## src/rtl/mdr_mem_interface.sv

```systemverilog
// mdr_mem_interface: MAR/MDR pair with a timed memory read/write handshake.
// A sticky mem_err flags transfers aborted after TIMEOUT cycles without mem_ack.
module mdr_mem_interface #(
  parameter int ADDR_W  = 9,
  parameter int TIMEOUT = 15
) (
  input  logic              clock,
  input  logic              clear,
  input  logic [31:0]       BusMuxOut,
  input  logic              MARin,
  input  logic              MDRin,
  input  logic              Read,
  input  logic              Write,
  input  logic              mem_ack,
  input  logic [31:0]       Mdatain,
  output logic [ADDR_W-1:0] mem_addr,
  output logic              mem_rd_req,
  output logic              mem_wr_req,
  output logic [31:0]       mem_wdata,
  output logic [31:0]       busMDRin,
  output logic              busy,
  output logic              done,
  output logic              mem_err
);
  localparam int CW = $clog2(TIMEOUT + 1);
  typedef enum logic [1:0] {IDLE, RD_WAIT, WR_WAIT, FIN} state_t;
  state_t            state;
  logic [CW-1:0]     count;
  logic [ADDR_W-1:0] mar;
  logic [31:0]       mdr;
  always_ff @(posedge clock or posedge clear)
    if (clear) begin
      state   <= IDLE;
      count   <= '0;
      mar     <= '0;
      mdr     <= '0;
      mem_err <= 1'b0;
    end else begin
      case (state)
        IDLE: begin
          if (MARin) mar <= BusMuxOut[ADDR_W-1:0];
          // a read start takes priority and drops a simultaneous write
          if (MDRin && Read) begin
            state   <= RD_WAIT;
            count   <= '0;
            mem_err <= 1'b0;
          end else begin
            if (MDRin) mdr <= BusMuxOut;
            if (Write) begin
              state   <= WR_WAIT;
              count   <= '0;
              mem_err <= 1'b0;
            end
          end
        end
        RD_WAIT, WR_WAIT:
          if (mem_ack) begin
            if (state == RD_WAIT) mdr <= Mdatain;
            state <= FIN;
          end else if (count == CW'(TIMEOUT - 1)) begin
            mem_err <= 1'b1;
            state   <= FIN;
          end else count <= count + 1'b1;
        default: state <= IDLE;
      endcase
    end
  assign mem_addr   = mar;
  assign mem_wdata  = mdr;
  assign busMDRin   = mdr;
  assign mem_rd_req = state == RD_WAIT;
  assign mem_wr_req = state == WR_WAIT;
  assign busy       = mem_rd_req || mem_wr_req;
  assign done       = state == FIN;
endmodule

```

## config.mk

```make
export PLATFORM = sky130hd
export DESIGN_NAME = mdr_mem_interface
export DESIGN_NICKNAME = d
export VERILOG_FILES = /design/src/rtl/mdr_mem_interface.sv
export SDC_FILE = /design/constraint.sdc
export NUM_CORES = 1
export LEC_CHECK = 0
export CAP_MARGIN = 5
export CORE_ASPECT_RATIO = 0.7
export CORE_MARGIN = 3
export CORE_UTILIZATION = 41
export CTS_CLUSTER_SIZE = 14
export DETAILED_ROUTE_END_ITERATION = 10
export PLACE_DENSITY_LB_ADDON = 0.3
export SLEW_MARGIN = 20
export SYNTH_ARGS = -nofsm -noshare
export SYNTH_HDL_FRONTEND = slang
export SYNTH_SLANG_ARGS = --single-unit
export TNS_END_PERCENT = 30
```

## constraint.sdc

```tcl
create_clock -name clock -period 5.5 [get_ports clock]
set_input_delay 0.825 -clock clock [delete_from_list [all_inputs] [get_ports clock]]
set_output_delay 0.825 -clock clock [all_outputs]
set_load 0.03 [all_outputs]
```

### Word-level counts from Yosys, hierarchy flattened

Index checks and enable logic that the tools add are counted.

| storage, ports and cells | value |
|---|---|
| register bits | 48 |
| bits in latches | 0 |
| bits in writable memories | 0 |
| ROM bits | 0 |
| bits of input ports | 71 |
| output and inout bits | 78 |
| word-level logic and storage cells | 49 |
| memories | 0 |

| operators by class | value |
|---|---|
| $add $sub $neg | 1 |
| multipliers | 0 |
| divide/modulo/power cells | 0 |
| magnitude comparators | 0 |
| equal/unequal tests | 13 |
| shift operators | 0 |
| muxes and demuxes | 20 |
| bitwise operators | 0 |
| reduce and logical (&&, ||, !) cells | 10 |

Operators with widths:

| operator | number |
|---|---|
| 32-bit 2-to-1 mux | 4 |
| 32-bit case mux with 2 select lines | 1 |
| 4-bit 2-to-1 mux | 4 |
| 2-bit != test (second input constant) | 7 |
| 2-bit 2-to-1 mux | 4 |
| 4-bit case mux with 2 select lines | 1 |
| 4-bit AND reduction | 2 |
| 3-bit != test (second input constant) | 2 |
| 5-bit AND reduction | 1 |
| 4-bit by 1-bit adder with 4-bit output (second input constant) | 1 |
| 2-bit equality test (second input constant) | 2 |
| 4-bit equality test (second input constant) | 1 |
| 1-bit 2-to-1 mux | 4 |
| 2-bit case mux with 2 select lines | 1 |
| 2-bit AND reduction | 2 |
| 2-bit by 1-bit equality test with 1-bit output (second input constant) | 1 |
| 2-bit zero test | 1 |
| 1-bit case mux with 2 select lines | 1 |
| 2-bit nonzero test | 1 |
| 2-bit OR reduction | 1 |
| 1-bit logical AND | 1 |
| 1-bit logical OR | 1 |

### Longest topological paths before layout

| logic depth | value |
|---|---|
| word-level depth | 4 |
| gate-level depth with buffers | 8 |
| depth with buffers taken out | 6 |

### Worst setup path after synthesis

Ideal clock, no wire load.

| path | value |
|---|---|
| path kind | reg-to-reg |
| start | reg state[0] |
| end | reg count[2] |
| setup time | 0.121 ns |
| data arrival time | 1.911 ns |
| data required time | 5.379 ns |
| path slack | 3.468 ns |
| stages on the path, launching flop included | 8 |
| path buffers | 1 |
| period minus slack after synthesis | 2.032 ns |
| cell sequence | dfrtp_1 > inv_1 > ha_1 > buf_2 > nand2b_1 > a21boi_0 > a211o_1 > a22o_1 |

| between the ends | value |
|---|---|
| cells in the longest elaborated chain, start to end | 4 |
| elaborated cells on any way between the ends | 10 |
| classes of those cells | 5 x eq/ne; 1 x mux; 4 x reduce/logical |

Ends and longest elaborated chain:

| item | line | text |
|---|---|---|
| start, declared | 27 | `state_t state;` |
| start signal, assigned | 33 | `state <= IDLE;` |
| start signal, assigned | 44 | `state <= RD_WAIT;` |
| start signal, assigned | 50 | `state <= WR_WAIT;` |
| 2-bit by 1-bit equality test with 1-bit output / 2-bit equality test (equally long branches) | 39 | `case (state)` |
| 2-bit OR reduction | 39 |  |
| 2-bit != test (no line) / 2-bit nonzero test (equally long branches) | -- |  |
| 4-bit AND reduction (no line) | -- |  |
| end signal, assigned | 63 | `end else count <= count + 1'b1;` |
| end, declared | 28 | `logic [CW-1:0] count;` |

Several ways; a longest one is shown, not always the timed one.
A chain may end at the register's enable or synchronous reset.

### Worst setup path in the final report

| path | value |
|---|---|
| start | reg state[1] |
| end | out busy |

| between the ends | value |
|---|---|
| cells in the longest elaborated chain, start to end | 2 |
| elaborated cells on any way between the ends | 3 |
| classes of those cells | 2 x eq/ne; 1 x reduce/logical |

Ends and longest elaborated chain:

| item | line | text |
|---|---|---|
| 2-bit by 1-bit equality test with 1-bit output / 2-bit equality test (equally long branches) | 70, 71 |  |
| 1-bit logical OR (*) | 72 | `assign busy = mem_rd_req \|\| mem_wr_req;` |
| end, declared | 21 | `output logic busy,` |

Every way passes the cells marked *; elsewhere a longest branch is shown, timed or not.

==> impl_metrics.toml <==
[clock_network]
cts_buffer_depth = 2
clockRootBuffer = "clkbuf_8"
cts_sinks = 48
cts_buffers = 5
worst_skew_pair.late_latency_ns = 0.30
holdBufCountCts = 0
cts_tree = "done"
postCtsSetupBuffers = 0
htree_levels = 2
cts_resized = 0
path_clk_slew_ns = 0.09

[power]
peakVddDrop_mv = 0.4089
power_density_nw_per_um2 = 723.7
leakage_nw = 1.737

[critical_path]
startpoint_type = "flip-flop"
worstSetupPathType = "flip-flop to output port"
rr_endpoint = "busMDRin[22]"
worst_ep_required_time_ns = 4.68
end_kind = "output port"
cp_max_fo = 25
reg2reg_from = "state[1]"
crit_arrival_ns = 2.68
ff2ff_setup_slack_ns = 2.58
reg2regPathDepth = 7

[sta]
fin_crit_ns = 3.500
fin_crit_sh = 0.6364
skew_ns = 0.004443
slew_headroom = 0.4465
setup_viol = 0
rsz0062_at_grt = "false"
fmax_ghz = 0.2857
hold_viol = 0
worst_pin_slew_ns = 0.8294
final.setup.tns_ns = 0
maxSlewViolCount = 0

[place]
dp_hpwl_mm = 5.266
gp_congestion = 0.7553
numPortBuffers = 148

[routing]
num_vias = 2113
routedWlPerCell_um = 15.45
drt_iter0_markers = 69
route.detailed.drc = 0
finalWirelength_mm = 6.719
drt.antenna.violating_nets = 0
dr.pass1.iters = 4
post_drt_via_cell_ratio = 4.857

[hold_path]
min_path_type = "flip-flop to flip-flop"
min_to = "mem_addr[1]"
hold_path_depth = 1
min_from = "mem_addr[1]"

[floorplan]
die_y_um = 72.02
die_w_um = 100.3
io_pins = 149
initial_core_util = 0.4348
core-area_um2 = 5871
die_area_um2 = 7223
rows = 23

[cells_and_area]
drive_gt1_frac = 0.06389
final_cell_mix = "148 x clkdlybuf4s50_1, 48 x dfrtp_1, 35 x nand2_1, 35 x o21ai_0, 32 x mux2i_1"
fin_nets = 439
area_growth_pct = 55.05
finalCoreUtilization = 0.6741
num_antenna_cells = 0
final_common_cell = "clkdlybuf4s50_1"

[yosys]
synth_seq_cells = 48
synth_top_area_frac = 0.4706
synth.distinct_cells = 31
syn_inst = 246
yosysWarnings = 0
synth_nets = 325
ys_seq_area_frac = 0.4706
synth-simple-area-share = 0.07843
synth_area_um2 = 2552
synth_top_family_by_area = "multiplexers"
synth_area_leaders = "dfrtp_1 47%, mux2i_1 13%, buf_4 9.4%"
synthMuxAreaShare = 0.1652
synth_compound_area_frac = 0.1186
yosys.area.top_type = "dfrtp_1"
synthAdderAreaFrac = 0.03922
avgSynthCellArea_um2 = 10.38
synth_xor_area_frac = 0

[global_routing]
grt_pass1_wl_mm = 10.80
grt_start_max_net_pins = 49
grt_pass1_vias = 2163
antenna_found_initial = 0
grt.busiest_layer = "met2"
use_met1 = 0.2589
use_met3 = 0.06148
grt_use_met2 = 0.2959
track_usage = 0.1903
gr-total-overflow = 0

[outcome]
outcome = "finished, final reports clean"

[run]
drv_cap = 0
==> how the worst max path moves through the flow <==
| stage | from | to | slack [ns] |
|---|---|---|---|
| 2_1_floorplan | state[0] | count[2] | 3.47 |
| 3_3_place_gp | state[1] | busy | 2.38 |
| 3_5_place_dp | state[1] | busy | 2.33 |
| 4_1_cts | state[1] | busy | 1.99 |
| 5_1_grt | state[1] | busy | 1.87 |
| 6_report | state[1] | busy | 2.00 |
==> Yosys cell counts (all sizes together) <==
cell,count
o2111ai,1
a22o,1
mux2i,32
o41ai,2
clkbuf,4
mux2,9
a21o,2
nand3,1
a31oi,2
a21boi,1
o21ai,37
nand2b,2
nor2,2
inv,8
and3b,1
a211oi,1
nand4b,1
ha,8
buf,39
dfrtp,48
o2bb2ai,1
and3,2
nand2,36
a211o,1
nand3b,1
a21oi,3
==> per-layer routing <==
layer,vias up,share of wire
met5,-,0
met4,0,0.0092
met3,7,0.096
met2,80,0.46
met1,993,0.43
li1,1033,-
==> stage by stage <==
stage	power [W]	std cells	worst slack, ns	hold slack (ns)	cell area (um2)
after global placement	0.002616	428	2.375	0.4864	3860
after detailed placement	0.002669	428	2.327	0.4967	3860
after CTS	0.002896	435	1.988	0.5147	3956
after global routing	0.003058	435	1.875	0.5328	3958
after floorplan	0.002046	246	3.468	0.4709	2552
final	0.002864	435	2.000	0.5088	3958
==> state kept, by name, indices dropped and copies added, names as in the netlist <==
name,cells
state,2
count,4
mem_addr,9
busMDRin,32
mem_err,1
==> cells by family (layout without fill, tap and decap cells) <==
family | count (synthesis) | in the layout
compound gates | 52 | 52
mux | 41 | 41
flops | 48 | 48
simple gates | 46 | 46
buf+inv | 51 | 165
fa+ha+maj | 8 | 8
==> layout make-up <==
type                    count  area, um2
clock buffers               7      96.34
inverters                   8      31.28
multi-input cells         147       1039
well taps                  75      93.84
flip-flops and latches     48       1201
repair buffers            150       1496
fillers                   468       1913
==> power breakdown <==
part | switching (W) | internal [W] | total (W)
combinational | 0.00115 | 0.000827 | 0.00197
sequential | 0.000133 | 0.000532 | 0.000665
clock | 0.000113 | 0.000112 | 0.000225
==> critical path: stages, from the launching register on <==
cell	delay, ns
dfrtp_1	0.43
inv_1	0.10
ha_2	0.62
buf_4	0.46
clkdlybuf4s50_1	0.75
Note: power is estimated with default switching activity, not from simulation.
